--- src/rtl/score_tracker.sv ---
// score_tracker
//
// Scoring engine for the block-stacking game. Converts block-landing events
// into a saturating score with a same-colour combo multiplier, keeps the
// session high score and maintains a BCD copy of the score for the
// seven-segment driver.
//
// Ports
//   clk        : game clock, all state changes on its rising edge
//   rst        : synchronous active-high reset
//   collision  : landing level from the collision detector (may be held)
//   color      : colour of the landing block, taken on the collision edge
//   miss       : one-cycle pulse, block missed the stack (breaks the combo)
//   clear      : one-cycle new-game pulse (keeps the high score)
//   score      : current saturating score
//   high_score : highest score seen since reset
//   combo      : current combo streak, 0..COMBO_MAX
//   bcd        : BCD of the last fully converted score, MS digit on top
//   bcd_valid  : high while bcd matches score
//
// BCD converter states
//   state   | meaning
//   S_IDLE  | bcd is up to date with bcd_src; watch score for a change
//   S_LOAD  | capture score into bcd_src and the shift register
//   S_SHIFT | one add-3-then-shift step per cycle, SCORE_W steps total
module score_tracker #(
  parameter int SCORE_W   = 7,
  parameter int COMBO_MAX = 4,
  parameter int DIGITS    = 3
) (
  input  logic                           clk,
  input  logic                           rst,
  input  logic                           collision,
  input  logic [1:0]                     color,
  input  logic                           miss,
  input  logic                           clear,
  output logic [SCORE_W-1:0]             score,
  output logic [SCORE_W-1:0]             high_score,
  output logic [$clog2(COMBO_MAX+1)-1:0] combo,
  output logic [4*DIGITS-1:0]            bcd,
  output logic                           bcd_valid
);

  localparam int CW    = $clog2(COMBO_MAX + 1);
  // Wide enough for score + 4*COMBO_MAX without overflow.
  localparam int SUM_W = SCORE_W + CW + 3;
  localparam int SMAX  = (1 << SCORE_W) - 1;
  localparam int CNT_W = (SCORE_W > 1) ? $clog2(SCORE_W) : 1;
  localparam int SR_W  = 4 * DIGITS + SCORE_W;

  // ---------------------------------------------------------------------
  // Scoring
  // ---------------------------------------------------------------------
  logic             coll_q;
  logic [1:0]       last_color;
  logic             hit;
  logic [CW-1:0]    combo_next;
  logic [SUM_W-1:0] base;
  logic [SUM_W-1:0] sum;
  logic [SCORE_W-1:0] score_sat;

  always_comb begin
    hit = collision & ~coll_q;
    if ((combo != '0) && (color == last_color)) begin
      combo_next = (combo == CW'(COMBO_MAX)) ? combo : combo + CW'(1);
    end else begin
      combo_next = CW'(1);
    end
    base      = SUM_W'(color) + SUM_W'(1);
    sum       = SUM_W'(score) + base * SUM_W'(combo_next);
    score_sat = (sum > SUM_W'(SMAX)) ? SCORE_W'(SMAX) : sum[SCORE_W-1:0];
  end

  always_ff @(posedge clk) begin
    if (rst) begin
      coll_q     <= 1'b0;
      score      <= '0;
      combo      <= '0;
      last_color <= '0;
      high_score <= '0;
    end else begin
      // coll_q tracks even during clear so a held level never rescores.
      coll_q <= collision;
      if (score > high_score) begin
        high_score <= score;
      end
      if (clear) begin
        score      <= '0;
        combo      <= '0;
        last_color <= '0;
      end else if (hit) begin
        score      <= score_sat;
        combo      <= combo_next;
        last_color <= color;
      end else if (miss) begin
        combo <= '0;
      end
    end
  end

  // ---------------------------------------------------------------------
  // Sequential double-dabble BCD converter
  // ---------------------------------------------------------------------
  typedef enum logic [1:0] {
    S_IDLE,
    S_LOAD,
    S_SHIFT
  } state_t;

  state_t              state;
  state_t              state_nx;
  logic [SCORE_W-1:0]  bcd_src;
  logic [SCORE_W-1:0]  sh_bin;
  logic [4*DIGITS-1:0] sh_bcd;
  logic [4*DIGITS-1:0] dig_adj;
  logic [SR_W-1:0]     sh_next;
  logic [CNT_W-1:0]    cnt;
  logic                src_diff;
  logic                conv_done;

  always_ff @(posedge clk) begin
    if (rst) begin
      state <= S_IDLE;
    end else begin
      state <= state_nx;
    end
  end

  always_comb begin
    state_nx  = state;
    conv_done = 1'b0;
    src_diff  = (score != bcd_src);
    case (state)
      S_IDLE: begin
        if (src_diff) begin
          state_nx = S_LOAD;
        end
      end
      S_LOAD: begin
        state_nx = S_SHIFT;
      end
      S_SHIFT: begin
        // A score change wins over finishing: a stale result is never written.
        if (src_diff) begin
          state_nx = S_LOAD;
        end else if (cnt == '0) begin
          state_nx  = S_IDLE;
          conv_done = 1'b1;
        end
      end
      default: begin
        state_nx = S_IDLE;
      end
    endcase
  end

  always_comb begin
    dig_adj = sh_bcd;
    for (int i = 0; i < DIGITS; i++) begin
      if (sh_bcd[4*i +: 4] >= 4'd5) begin
        dig_adj[4*i +: 4] = sh_bcd[4*i +: 4] + 4'd3;
      end
    end
    sh_next = {dig_adj, sh_bin} << 1;
  end

  always_ff @(posedge clk) begin
    if (rst) begin
      bcd_src   <= '0;
      sh_bin    <= '0;
      sh_bcd    <= '0;
      cnt       <= '0;
      bcd       <= '0;
      bcd_valid <= 1'b1;
    end else begin
      case (state)
        S_IDLE: begin
          if (src_diff) begin
            bcd_valid <= 1'b0;
          end
        end
        S_LOAD: begin
          bcd_src <= score;
          sh_bin  <= score;
          sh_bcd  <= '0;
          cnt     <= CNT_W'(SCORE_W - 1);
        end
        S_SHIFT: begin
          if (!src_diff) begin
            sh_bcd <= sh_next[SR_W-1:SCORE_W];
            sh_bin <= sh_next[SCORE_W-1:0];
            cnt    <= cnt - CNT_W'(1);
            if (conv_done) begin
              bcd       <= sh_next[SR_W-1:SCORE_W];
              bcd_valid <= 1'b1;
            end
          end
        end
        default: begin
        end
      endcase
    end
  end

endmodule

--- config.mk ---
export PLATFORM = sky130hd
export DESIGN_NAME = score_tracker
export DESIGN_NICKNAME = d
export VERILOG_FILES = /design/src/rtl/score_tracker.sv
export SDC_FILE = /design/constraint.sdc
export NUM_CORES = 1
export LEC_CHECK = 0
export ABC_AREA = 1
export CORE_UTILIZATION = 62
export DETAILED_ROUTE_END_ITERATION = 10
export DONT_BUFFER_PORTS = 1
export PLACE_DENSITY_LB_ADDON = 0.2
export SYNTH_ARGS = -nofsm -noshare
export SYNTH_HDL_FRONTEND = slang
export SYNTH_SLANG_ARGS = --single-unit
--- constraint.sdc ---
create_clock -name clk -period 5.18 [get_ports clk]
set_input_delay 0.518 -clock clk [delete_from_list [all_inputs] [get_ports clk]]
set_output_delay 0.518 -clock clk [all_outputs]
set_load 0.02 [all_outputs]
==> impl_results.md <==
- First-pass GRT wire length: 13.6 mm
- Post-synthesis xor/xnor area fraction: less than 1%
- Routed vias/inst: 5.48
- Family with the most delay on the worst path: adder cells
- Max-cap violations: 0
- Synth top area share: ~34%
- Mux contribution to synthesized area: 0%
- Detailed Route WL: 7.90 mm
- I/O Buffers: 0
- Slew of the pin with the lowest slew margin: around 0.84 ns
- GRT Util Overall: 27.0%
- Hold violation total from the final report: 0
- Yosys cell types: 32
- Period utilisation layout: approximately three quarters
- IO Count: 37
- Iteration-0 DRC Markers: between 150 and 200
- CP Buf/Inv Count: 2
- Post-synthesis register bit count: 64
- Reg-to-Reg End: score[6]
- Count leader, synth: nand2_1
- Htree depth: 3
- Slew headroom: approximately 44%
- LEAKAGE: 1.77 nW
- Worst Setup EP: score[6]
- Core area: slightly below 6000 um^2
- Sequential area share after synthesis: between 30 and 40%
- CP arrival: around 4.2 ns
- Die Area: 6430 um^2
- Post-route setup TNS: 0 ns
- Area of the multi-input gates: around 2100 um^2
- Via count: roughly 3,300
- CP startpoint: combo[0]
- Primary FF master, synth: dfxtp_1
- WP depth: 19
- Area Overhead vs Synth: 5.08%
- Final ANT Viol Nets: 0
- Maximum vdd ir drop: 301 uV
- Row count: 28
- Slowest-stage cell, CP: fa_1
- Initial core utilization: between 60 and 70%
- Setup skew after layout: just under 0.009 ns
- HP Class: in2reg
- Vias in the first global route: 3,078
- Worst hold path cell count: 1
- Status: completed
- Area share of fa/ha/maj cells after synthesis: 13.2%
- Hold-fix buffers at CTS: 0
- Worst-path cell chain: inv_1, ha_1, nand2_1, nand2_1, inv_1, nand2_1, a31oi_1, nand2_1, fa_1, fa_1, fa_1, nand3b_1, nand2_1, a21oi_1, nor2_1, nand2_1, nand2_1, nor2_1, nor2_1
- Die height: 80.2 um
- Synth area leader: dfxtp_1
- GPL Wtd Cong: 0.820
- Slowest stage delay, CP: ~0.57 ns
- TritonCTS clock tree: done
- Critical-path maximum fanout: 4
- F_max: between 0.2 and 0.3 GHz
- Die width: around 80 um
- Setup Viol. Count Final: 0
- Root Buffer: clkbuf_8
- Share of cells above drive strength 1: approximately 7.5%
- Main combinational cell family by area after synthesis: simple AND/OR/NAND/NOR gates
- Final Net Count: 571
- Diode count: 0
- CP required: roughly 5.5 ns
- First-pass detailed-route iteration total: 4
- Post-CTS Setup Inserts: 0
- Simple-Gate Fraction of Synth Area: between 20 and 30%
- Max Slew Vio Count: 0
- List of most frequent post-synthesis cells: nand2_1, inv_1, dfxtp_1
- Cell area after synthesis: between 3000 and 4000 um^2
- Max Root-Sink Buffers: 2
- Initial antenna violation count: 0
- Worst-path clk slew: ~0.07 ns
- R2R cell count: 19
- Post-CTS resize count: 0
- Crit path time final: ~3.9 ns
- Synth warnings: 0
- Total power: 1.78 mW
- EDFF count, synth: 0
- Pwr/cell area: about 450 nW/um^2
- Largest net degree at the start of global routing: between 40 and 50
- Post-DP HPWL: around 5.4 mm
- Grt ovf: 0
- Post-synthesis net count: about 580
- Synth Area per Inst: a little over 7 um^2
- Drt wl/cell: around 13 um
- RSZ-0062 raised after global routing: no
- Post-Syn Instances: ~540
- Sequential cell area: 1280 um^2
- # fillers: between 500 and 600
- Crit path launch type: register
- Crit Path Category: reg2reg
- Synth Area in Compound Gates: 13.3%
- Synth async-reset ratio: 0%
- R2r setup slk: between 1 and 1.5 ns
- CP most frequent cell: nand2_1
- RR Startpoint: combo[0]
- Area contributors post-synth: dfxtp_1, ha_1, nand2_1, a21oi_1, inv_1
- Worst skew pair latency: 0.34 ns
- Clock sink count: 64
- Worst Setup End Kind: register
- Total CTS buffers: 9
- DRC violations left: 0
## area by class of cell
type	count	area share, %
Timing Repair Buffer	1	0.189
Clock inverter	2	0.314
Sequential cell	64	32.2
Inverter	76	7.19
Multi-Input combinational cell	375	53.3
Tap cell	75	2.36
Clock buffer	13	4.49
## routing by layer
metal,track usage [%],share of wire [%],vias to the layer above
met3,6.14,4.0,8
met5,0,0,-
met1,34.1,46,1525
met4,8.04,0.96,0
met2,45.8,49,69
li1,-,-,1718
## stage by stage
stage	cell area, um^2	util [%]	instances	hold WS (ns)	setup slack (ns)
floorplan	3790	-	535	0.440	1.58
global placement	3790	64.0	591	0.450	1.40
detailed placement	3790	64.0	591	0.451	1.27
CTS	3980	67.3	606	0.235	1.26
global route	3980	67.3	606	0.231	0.901
finish	3980	67.3	606	0.252	1.23
## worst min-delay path by stage
stage / start / endpoint / slack [ns]
floorplan: sh_bin[1] / sh_bin[1] / 0.44
global placement: cnt[2] / cnt[2] / 0.45
detailed placement: sh_bcd[9] / sh_bcd[9] / 0.45
CTS: rst / sh_bcd[9] / 0.24
global route: rst / bcd[7] / 0.23
finish: rst / cnt[2] / 0.25
## power breakdown
group	switching (mW)	internal, mW
logic	0.487	0.209
registers	0.101	0.575
clock network	0.183	0.223
## layout by cell type, fill, tap and decap left out, types with 2 or more instances in the layout
| cell | n |
|---|---|
| a21oi_1 | 61 |
| o21ai_0 | 29 |
| or2_2 | 2 |
| nor3_1 | 3 |
| nor2_4 | 4 |
| nor2_1 | 56 |
| inv_2 | 4 |
| nand3_1 | 26 |
| nand2_4 | 2 |
| clkinv_2 | 2 |
| fa_1 | 5 |
| dfxtp_1 | 64 |
| xor2_1 | 3 |
| inv_1 | 71 |
| clkbuf_8 | 13 |
| nand3b_1 | 2 |
| ha_1 | 32 |
| nand2_2 | 9 |
| nand2_1 | 106 |
| nand4_1 | 27 |
## kinds of logic after synthesis
| group | count (synthesis) |
|---|---|
| and+or+nand+nor | 238 |
| AOI/OAI and AO/OA | 96 |
| buffers and inverters | 96 |
| DFF | 64 |
| adders and majority gates | 37 |
| xor gates and xnor gates | 4 |
## state kept, by name, indices dropped and copies added, names as in the netlist, 3 cells and up
name / count
bcd: 12
sh_bcd: 12
bcd_src: 7
high_score: 7
score: 7
sh_bin: 7
cnt: 3
combo: 3
## worst register-to-register path: cells and delay by family, from the launching register on
kind,cells,cell delay [ns]
buffers and inverters,2,0.19
AOI/OAI and AO/OA,2,0.33
DFF,1,0.50
and+or+nand+nor,11,1.14
adders and majority gates,4,1.74
Note: power is estimated with default switching activity, not from simulation.
